File: config.mk
export PLATFORM = sky130hd
export DESIGN_NAME = fsk_bit_decoder_flat
export DESIGN_NICKNAME = d
export VERILOG_FILES = /design/src/rtl/fsk_pkg.sv /design/src/rtl/fsk_bit_decoder_if.sv /design/src/rtl/fsk_word_assembler.sv /design/src/rtl/fsk_bit_decoder.sv /design/src/flat_wrapper.sv
export SDC_FILE = /design/constraint.sdc
export NUM_CORES = 1
export LEC_CHECK = 0
export ABC_AREA = 1
export CAP_MARGIN = 20
export CORE_ASPECT_RATIO = 0.9
export CORE_UTILIZATION = 50
export DETAILED_ROUTE_END_ITERATION = 8
export PLACE_DENSITY = 0.82
export SLEW_MARGIN = 0
export SYNTH_ARGS = -nofsm -noshare
export SYNTH_HDL_FRONTEND = slang
export SYNTH_SLANG_ARGS = --single-unit
File: constraint.sdc
create_clock -name clock -period 2.5 [get_ports clock]
set_input_delay 0.75 -clock clock [delete_from_list [all_inputs] [get_ports clock]]
set_output_delay 0.75 -clock clock [all_outputs]
set_load 0.02 [all_outputs]
File: src/rtl/fsk_pkg.sv
// Shared constants, decision encoding and window/threshold helpers for the FSK bit decoder.
package fsk_pkg;

  localparam int TICK_WIDTH = 32;

  typedef enum logic [1:0] {
    DEC_SPACE = 2'd0,
    DEC_MARK  = 2'd1,
    DEC_ERROR = 2'd2
  } dec_e;

  function automatic int calc_window_ticks(input longint clock_hz, input longint bit_rate);
    longint ticks;
    ticks = clock_hz / bit_rate;
    return int'(ticks);
  endfunction

  function automatic int calc_threshold(input int window_ticks, input int min_occupancy);
    longint prod;
    prod = longint'(window_ticks) * longint'(min_occupancy);
    return int'(prod / 100);
  endfunction

  // Ties and sub-threshold windows fall through to ERROR.
  function automatic dec_e decide(input logic [TICK_WIDTH-1:0] f1,
                                  input logic [TICK_WIDTH-1:0] f2,
                                  input logic [TICK_WIDTH-1:0] thr);
    dec_e res;
    res = DEC_ERROR;
    if ((f1 >= thr) && (f1 > f2)) begin
      res = DEC_SPACE;
    end else if ((f2 >= thr) && (f2 > f1)) begin
      res = DEC_MARK;
    end
    return res;
  endfunction

endpackage

File: src/rtl/fsk_bit_decoder_if.sv
// Word handshake between the decoder (master) and the capture-control logic (slave).
interface fsk_bit_decoder_if #(
  parameter int DATA_WIDTH = 8
);

  logic [DATA_WIDTH-1:0] word_data;
  logic                  word_valid;
  logic                  word_ready;

  modport master (
    output word_data,
    output word_valid,
    input  word_ready
  );

  modport slave (
    input  word_data,
    input  word_valid,
    output word_ready
  );

endinterface

File: src/rtl/fsk_word_assembler.sv
// Packs decided bits LSB-first into words; the last bit and its word_valid share an edge.
// Completed words wait on word_ready; a word finishing while one is still held is dropped and flagged.
module fsk_word_assembler
  import fsk_pkg::*;
#(
  parameter int DATA_WIDTH = 8
) (
  input  logic              clock,
  input  logic              clear,
  input  logic              i_enable,
  input  logic              i_dec_vld,
  input  dec_e              i_dec,
  fsk_bit_decoder_if.master word_if,
  output logic              o_overrun
);

  localparam int CNT_W = (DATA_WIDTH > 1) ? $clog2(DATA_WIDTH) : 1;
  localparam logic [CNT_W-1:0] LAST_IDX = CNT_W'(DATA_WIDTH - 1);

  logic [DATA_WIDTH-1:0] r_shift;
  logic [DATA_WIDTH-1:0] r_word_data;
  logic [CNT_W-1:0]      r_cnt;
  logic                  r_word_valid;
  logic                  r_overrun;

  logic [DATA_WIDTH-1:0] w_new_word;
  logic                  w_bit_ok;
  logic                  w_last;
  logic                  w_accept;
  logic                  w_load;

  assign w_bit_ok = i_dec_vld && (i_dec != DEC_ERROR);
  assign w_last   = w_bit_ok && (r_cnt == LAST_IDX);
  assign w_accept = i_enable && r_word_valid && word_if.word_ready;
  assign w_load   = w_last && (!r_word_valid || word_if.word_ready);

  always_comb begin
    w_new_word        = r_shift;
    w_new_word[r_cnt] = (i_dec == DEC_MARK);
  end

  always_ff @(posedge clock) begin
    if (clear) begin
      r_shift      <= '0;
      r_cnt        <= '0;
      r_word_data  <= '0;
      r_word_valid <= 1'b0;
      r_overrun    <= 1'b0;
    end else begin
      if (w_bit_ok) begin
        r_shift <= w_new_word;
        r_cnt   <= w_last ? '0 : r_cnt + CNT_W'(1);
      end else if (i_dec_vld) begin
        r_cnt <= '0;
      end

      // A load on the accept edge replaces the outgoing word instead of dropping valid.
      if (w_load) begin
        r_word_data  <= w_new_word;
        r_word_valid <= 1'b1;
      end else if (w_accept) begin
        r_word_valid <= 1'b0;
      end

      if (w_last && !w_load) begin
        r_overrun <= 1'b1;
      end
    end
  end

  assign word_if.word_data  = r_word_data;
  assign word_if.word_valid = r_word_valid;
  assign o_overrun          = r_overrun;

endmodule

File: src/rtl/fsk_bit_decoder.sv
// FSK bit decoder: samples analyzer tone counts once per window, pulses the analyzer clear, decides space/mark/error.
// Decision one cycle after capture; bits are never back-pressured, words wait on word_ready.
module fsk_bit_decoder
  import fsk_pkg::*;
#(
  parameter int CLOCK         = 50000000,
  parameter int BIT_RATE      = 1000,
  parameter int MIN_OCCUPANCY = 50,
  parameter int DATA_WIDTH    = 8
) (
  input  logic                  clock,
  input  logic                  clear,
  input  logic                  enable,
  input  logic [TICK_WIDTH-1:0] f1_value,
  input  logic [TICK_WIDTH-1:0] f2_value,
  output logic                  analyzer_clear,
  output logic                  bit_valid,
  output logic                  bit_value,
  output logic                  bit_error,
  fsk_bit_decoder_if.master     word_if,
  output logic                  overrun
);

  localparam int WINDOW_TICKS = calc_window_ticks(CLOCK, BIT_RATE);
  localparam int THRESHOLD    = calc_threshold(WINDOW_TICKS, MIN_OCCUPANCY);
  localparam int WC_W         = $clog2(WINDOW_TICKS);

  localparam logic [WC_W-1:0]       WC_LAST = WC_W'(WINDOW_TICKS - 1);
  localparam logic [TICK_WIDTH-1:0] THR_V   = TICK_WIDTH'(THRESHOLD);

  if (WINDOW_TICKS < 4) begin : g_bad_window
    $error("fsk_bit_decoder: WINDOW_TICKS must be at least 4");
  end

  logic [WC_W-1:0]       r_wc;
  logic [TICK_WIDTH-1:0] r_f1_q;
  logic [TICK_WIDTH-1:0] r_f2_q;
  logic                  r_pend;
  logic                  r_analyzer_clear;
  logic                  r_bit_valid;
  logic                  r_bit_value;
  logic                  r_bit_error;

  logic                  w_capture;
  logic                  w_apply;
  dec_e                  w_dec;

  assign w_capture = enable && (r_wc == WC_LAST);
  assign w_dec     = decide(r_f1_q, r_f2_q, THR_V);
  // A captured window waits for the next enabled edge before it is announced.
  assign w_apply   = r_pend && enable;

  always_ff @(posedge clock) begin
    if (clear) begin
      r_wc             <= '0;
      r_f1_q           <= '0;
      r_f2_q           <= '0;
      r_pend           <= 1'b0;
      r_analyzer_clear <= 1'b1;
      r_bit_valid      <= 1'b0;
      r_bit_value      <= 1'b0;
      r_bit_error      <= 1'b0;
    end else begin
      r_analyzer_clear <= w_capture;
      if (enable) begin
        r_wc <= w_capture ? '0 : r_wc + WC_W'(1);
      end
      if (w_capture) begin
        r_f1_q <= f1_value;
        r_f2_q <= f2_value;
      end
      r_pend      <= w_capture || (r_pend && !enable);
      r_bit_valid <= w_apply;
      if (w_apply) begin
        r_bit_value <= (w_dec == DEC_MARK);
        r_bit_error <= (w_dec == DEC_ERROR);
      end
    end
  end

  fsk_word_assembler #(
    .DATA_WIDTH (DATA_WIDTH)
  ) u_assembler (
    .clock     (clock),
    .clear     (clear),
    .i_enable  (enable),
    .i_dec_vld (w_apply),
    .i_dec     (w_dec),
    .word_if   (word_if),
    .o_overrun (overrun)
  );

  assign analyzer_clear = r_analyzer_clear;
  assign bit_valid      = r_bit_valid;
  assign bit_value      = r_bit_value;
  assign bit_error      = r_bit_error;

endmodule

File: src/flat_wrapper.sv
// flat-port wrapper written by rule: the top's interface ports become plain ports
module fsk_bit_decoder_flat import fsk_pkg::*;
#(
  parameter int CLOCK         = 50000000,
  parameter int BIT_RATE      = 1000,
  parameter int MIN_OCCUPANCY = 50,
  parameter int DATA_WIDTH    = 8
)
  (clock, clear, enable, f1_value, f2_value, analyzer_clear, bit_valid, bit_value, bit_error, overrun, word_if_word_data, word_if_word_valid, word_if_word_ready);
  fsk_bit_decoder_if #(.DATA_WIDTH(DATA_WIDTH)) word_if_i ();
  input  logic clock;
  input  logic clear;
  input  logic enable;
  input  logic [TICK_WIDTH-1:0] f1_value;
  input  logic [TICK_WIDTH-1:0] f2_value;
  output logic analyzer_clear;
  output logic bit_valid;
  output logic bit_value;
  output logic bit_error;
  output logic overrun;
  output wire logic [$bits(word_if_i.word_data)-1:0] word_if_word_data;
  output wire logic [$bits(word_if_i.word_valid)-1:0] word_if_word_valid;
  input wire logic [$bits(word_if_i.word_ready)-1:0] word_if_word_ready;
  assign word_if_word_data = word_if_i.word_data;
  assign word_if_word_valid = word_if_i.word_valid;
  assign word_if_i.word_ready = word_if_word_ready;
  fsk_bit_decoder #(.CLOCK(CLOCK), .BIT_RATE(BIT_RATE), .MIN_OCCUPANCY(MIN_OCCUPANCY), .DATA_WIDTH(DATA_WIDTH)) u_core (.clock(clock), .clear(clear), .enable(enable), .f1_value(f1_value), .f2_value(f2_value), .analyzer_clear(analyzer_clear), .bit_valid(bit_valid), .bit_value(bit_value), .bit_error(bit_error), .word_if(word_if_i), .overrun(overrun));
endmodule
==> impl_metrics.yaml, run 1 <==
floorplanning:
  dieArea_sq_mm: 0.0107
  start_util_pct: 52.1
  num_io_pins: 82
  coreArea_sq_mm: 0.00983
  rows: 34
  fp.dieW_um: 109
  die_h_um: 98.0
clock_network:
  cts_made_buffers: 9
  cts_tree: "done"
  clkSlewWorstSetupHoldPaths_ns: 0.07
  clkLatencyLatePin_ns: 0.34
  root_buffer: "clkbuf_16"
  cts.sinks: 106
  postCtsSetupBuffers: 0
  clock_path_buffers: 2
  postCtsHoldBufs: 0
  h-tree-depth: 3
  cts_resized: 0
synth:
  synth_top_flop_cell: "dfxtp_1"
  syn_inst: 686
  synth_area_leaders: "dfxtp_1 41%, nor2_1 12%, ha_1 8.6%"
  seq_area_frac_synth_pct: 41.4
  synth_area_leader_cell: "dfxtp_1"
  ys_warn_count: 0
  syn_area_sq_mm: 0.00512
  synth_cell_types: 37
  ys_seq_elements: 106
  synth-edff-count: 0
  syn_area_per_cell_sq_um: 7.47
  ys_async_sr_fraction_pct: 0
  synth_top_area_share_pct: 41.4
  syn-num-nets: 789
sta:
  relSlewSlack_pct: 64.1
  fin_crit_ns: 2.25
  hold_viol: 0
  setup_slack_ns: 0.251
  period_share_pct: 90.0
  whs_ns: 0.474
  setup_violations: 0
  finalSetupTns_ns: 0
  clock_skew_ns: 0.00762
  finalMaxSlewViolations: 0
  rsz0062_at_grt: "no"
  max_freq_ghz: 0.445
  tightest_slew_ns: 0.534
routing:
  viasPerCell: 5.34
  finalWirelength_mm: 12.3
  wl_per_cell_um: 13.7
  drc_errors: 0
  firstDrtPassIters: 5
  vias: 4781
  drt.antenna.violating_nets: 0
  drt_iter0_drc: 199
grt:
  grt_max_degree: 101
  grt_overflow: 0
  antenna_found_initial: 0
  grt_usage_pct: 24.4
  grt_pass1_vias: 4664
  grt_pass1_wl_mm: 20.7
worst_setup_path:
  worst_setup_path_end_kind: "flop"
  path_max_fanout: 17
  crit_type: "flop to flop"
  crit_required_ns: 2.77
  critPathLaunchType: "flop"
  crit_arrival_ns: 2.52
finish:
  fin_area_sq_mm: 0.00639
  layout.nets: 869
  antennaDiodeCount: 0
  layout_common_cells: "159 x nor2_1, 106 x dfxtp_1, 86 x nand2_1"
  area_growth_pct: 24.8
  final_cells: 896
  multi_input_area_sq_mm: 0.00260
  nFillCells: 816
  layout_commonest_cell: "nor2_1"
  seqCellArea_sq_mm: 0.00212
  layout-drive-gt1-share_pct: 6.49
place:
  dp_hpwl_mm: 9.03
  dp_cells: 881
  port_buffers: 81
  placed_area_sq_mm: 0.00609
  gp_congestion: 0.870
  place_ws_ns: -0.0773
pwr:
  ir_drop_mv: 0.400
  powerDensity_mw_per_mm2: 517
  power.leakage_nw: 2.80
worst_hold_path:
  hold_path_class: "flop to flop"
run_status:
  outcome: "complete, no violations"
flow_run:
  maxCapViolations: 0
==> layer usage <==
metal  wire length, um  GRT usage [%]  up-vias
li1                  -              -     2423
met1              5640           32.5     2200
met2              5720           39.8      142
met3               739           4.87       16
met4               157           6.96        0
met5                 0              0        -
==> power by group <==
group,switching (mW),total [mW],internal (mW)
clock,0.599,1.45,0.852
sequential,0.00306,1.69,1.69
combinational,0.0559,0.162,0.106
total,0.658,3.31,2.65
==> area by class of cell <==
| type | instances | area share, % |
|---|---|---|
| Multi-Input combinational cell | 480 | 40.7 |
| Sequential cell | 106 | 33.2 |
| Timing Repair Buffer | 95 | 14.5 |
| Inverter | 74 | 4.38 |
| Clock buffer | 13 | 4.23 |
| Tap cell | 126 | 2.47 |
| Clock inverter | 2 | 0.548 |
==> state kept, by name (all words and copies together) (netlist names), named ones only <==
name,cells
u_core.analyzer_clear,1
u_core.u_assembler.word_if.word_valid,1
u_core.u_assembler.r_shift,8
u_core.bit_value,1
u_core.u_assembler.r_cnt,3
u_core.u_assembler.word_if.word_data,8
u_core.u_assembler.o_overrun,1
u_core.r_f2_q,32
u_core.bit_error,1
u_core.bit_valid,1
u_core.r_f1_q,32
u_core.r_wc,16
==> critical path, stage by stage, from the launching register on <==
cell	delay (ns)
dfxtp_1	0.39
inv_1	0.07
ha_1	0.31
a21oi_1	0.13
o21ai_0	0.10
a21oi_1	0.15
nand2_1	0.08
nand2_2	0.09
nand3_4	0.15
nand2_4	0.15
nand4_4	0.23
nand2_1	0.14
nand2_1	0.06
nor2_1	0.12
==> synth_stat cells, types with 17 or more instances <==
cell / n
clkbuf_1: 17
ha_1: 35
a21oi_1: 31
a211oi_1: 35
o21ai_0: 52
nor2_1: 159
dfxtp_1: 106
inv_1: 71
nor3_1: 24
nand3_1: 18
nand2_1: 86
==> per-stage QoR <==
step	power [mW]	util (%)
global placement	1.89	62.0
CTS	3.33	65.1
detailed placement	1.89	62.0
floorplan	1.77	-
finish	3.31	65.1
global route	3.41	65.1
==> worst paths after layout <==
path | endpoint | slack, ns | start | cells after the start
max | u_core.u_assembler.word_if.word_data[7] | 0.25 | u_core.r_f2_q[15] | 13
max reg2reg | u_core.u_assembler.word_if.word_data[7] | 0.25 | u_core.r_f2_q[15] | 13
min | u_core.r_f1_q[0] | 0.47 | u_core.r_f1_q[0] | 2
min reg2reg | u_core.r_f1_q[0] | 0.47 | u_core.r_f1_q[0] | 2
==> kinds of logic (layout without fill, tap and decap cells) <==
group	count (synthesis)	after routing	share of synthesized area (%)
buf+inv	100	184	8.04
flops	106	106	41.4
compound gates	130	130	15.1
xor+xnor	1	1	0.171
fa+ha+maj	35	35	8.55
simple gates	314	314	26.7
Power figures use the tool's default switching activity.
==> run 2, diff against run 1 <==
--- a/config.mk
+++ b/config.mk
@@ -10,4 +10,5 @@
 export CORE_ASPECT_RATIO = 0.9
 export CORE_UTILIZATION = 50
+export CTS_CLUSTER_SIZE = 40
 export DETAILED_ROUTE_END_ITERATION = 8
 export PLACE_DENSITY = 0.82
==> constraint.sdc (replaced) <==
create_clock -name clock -period 2.5 [get_ports clock]
set_input_delay 0.75 -clock clock [delete_from_list [all_inputs] [get_ports clock]]
set_output_delay 0.75 -clock clock [all_outputs]
set_load 0.1 [all_outputs]
==> run 2 against run 1 <==
Power shrank 0.86%. Hold slack improved by 0.0073 ns. Global-route usage rose by 0.077 points. Sequential power about the same. First-iteration DRC count increased by 20%. Design area shrank 0.47%. Largest power group unchanged. Count of clock-buffer cells in the layout is 4 lower. Clock power is 3% lower. Via count about the same. Sequential share of layout area grew 0.16 points.
==> impl_metrics.yaml, run 2 (same netlist as run 1, synthesis figures left out) <==
place:
  gp_congestion: 0.907
  dp_hpwl_mm: 9.02
  dp_cells: 883
  port_buffers: 81
worst_setup_path:
  crit_type: "input port to flop"
  path_max_fanout: 100
  crit_arrival_ns: 2.45
  crit_required_ns: 2.71
  worst_setup_path_end_kind: "flop"
  critPathLaunchType: "input port"
finish:
  multi_input_area_sq_mm: 0.00260
  seqCellArea_sq_mm: 0.00212
  layout-drive-gt1-share_pct: 8.80
  reg.largest.list: "u_core.r_f1_q x32, u_core.r_f2_q x32, u_core.r_wc x16"
  layout_common_cells: "159 x nor2_1, 106 x dfxtp_1, 86 x nand2_1"
  final_util_pct: 64.8
  layout_commonest_cell: "nor2_1"
  antennaDiodeCount: 0
  final_cells: 899
  area_growth_pct: 24.3
  nFillCells: 847
  layout.nets: 871
grt:
  grt_max_degree: 101
  antenna_found_initial: 0
  grt_pass1_vias: 4753
  grt_pass1_wl_mm: 20.7
  grt_usage_pct: 24.4
  grt_overflow: 0
sta:
  setup_violations: 0
  relSlewSlack_pct: 69.8
  rsz0062_at_grt: "no"
  clock_skew_ns: 0.00705
  finalSetupTns_ns: 0
  hold_viol: 0
  fin_crit_ns: 2.24
  tightest_slew_ns: 0.449
  finalMaxSlewViolations: 0
  max_freq_ghz: 0.446
  period_share_pct: 89.7
clock_network:
  root_buffer: "clkbuf_16"
  cts_tree: "done"
  cts_resized: 0
  postCtsSetupBuffers: 0
  cts.sinks: 106
  cts_made_buffers: 9
  h-tree-depth: 3
  clock_path_buffers: 2
  postCtsHoldBufs: 0
  clkLatencyLatePin_ns: 0.34
  clkSlewWorstSetupHoldPaths_ns: 0.07
pwr:
  seqPwrFrac_pct: 51.7
  powerDensity_mw_per_mm2: 515
  p_comb_share_pct: 5.2
  power.leakage_nw: 2.82
  p_switching_uw: 708
  swShare_pct: 21.6
  p_clk_share_pct: 43.1
  ir_drop_mv: 0.324
  p_int_mw: 2.57
flow_run:
  maxCapViolations: 0
routing:
  drc_errors: 0
  viasPerCell: 5.32
  firstDrtPassIters: 5
  routed.top_layer: "met4"
  wl_met1_mm: 5.76
  met3_length_um: 740
  drt_iter0_drc: 238
  drt.antenna.violating_nets: 0
  route.met2.wl_mm: 5.84
  wl_per_cell_um: 13.9
  vias: 4784
  finalWirelength_mm: 12.5
worst_hold_path:
  hold_path_class: "flop to flop"
run_status:
  outcome: "complete, no violations"
floorplanning:
  num_io_pins: 82
  rows: 34
  coreArea_sq_mm: 0.00983
  dieArea_sq_mm: 0.0107
  start_util_pct: 52.1
  die_h_um: 98.0
  fp.dieW_um: 109
run 2: changes by cell type in the layout (fill, tap and decap cells not counted), sizes merged:
cell and delta:
clkdlybuf4s50 -14, clkinvlp +4, clkinv +1, buf +16, clkbuf -4
run 2: final cells by class:
cell class,count,area share (%)
Sequential cell,106,33.3
Tap cell,126,2.48
Inverter,74,4.40
Clock buffer,9,3.54
Clock inverter,7,1.10
Multi-Input combinational cell,480,40.9
Timing Repair Buffer,97,14.3
run 2: power groups by stage:
stage	registers (mW)	logic (mW)	clock network, mW
2_1_floorplan	1.74	0.0325	0
3_3_place_gp	1.73	0.168	0
3_5_place_dp	1.73	0.170	0
4_1_cts	1.69	0.171	1.43
5_1_grt	1.69	0.182	1.50
6_report	1.69	0.171	1.41
run 2: worst max-delay path, stage by stage:
cell and delay [ns]:
clkdlybuf4s50_1 0.51, inv_2 0.07, nor4_1 0.31, buf_4 0.18
nand3_4 0.07, buf_12 0.22, nor2_1 0.18, a211oi_1 0.06
run 2: path summary, 6_finish.rpt:
kind	endpoint	startpoint	slack, ns	depth (start not counted)
worst max-delay path	u_core.r_f2_q[4]	enable	0.26	8
worst min-delay path	u_core.u_assembler.o_overrun	u_core.u_assembler.o_overrun	0.48	2
worst max register to register	u_core.u_assembler.word_if.word_data[3]	u_core.r_f2_q[31]	0.28	11
worst min register to register	u_core.u_assembler.o_overrun	u_core.u_assembler.o_overrun	0.48	2
run 2: metrics by stage:
| stage | setup WS, ns | total power, mW | instance area (sq um) | hold slack (ns) |
|---|---|---|---|---|
| after floorplan | 0.607 | 1.77 | 5120 | 0.443 |
| after global placement | -0.0217 | 1.90 | 6070 | 0.456 |
| after detailed placement | -0.0297 | 1.90 | 6070 | 0.471 |
| after CTS | 0.288 | 3.29 | 6360 | 0.483 |
| after global routing | 0.0826 | 3.37 | 6360 | 0.496 |
| final | 0.257 | 3.28 | 6360 | 0.481 |
run 2: routing by layer:
layer,vias up,track usage (%)
li1,2420,-
met4,0,7.17
met2,155,41.0
met5,-,0
met1,2188,31.7
met3,21,4.61
==> run 3, diff against run 2 <==
- HOLD_SLACK_MARGIN: default -> 0.06
==> results of run 3 <==
Same layout as run 2: the final DEF is identical, and so are final timing and power.
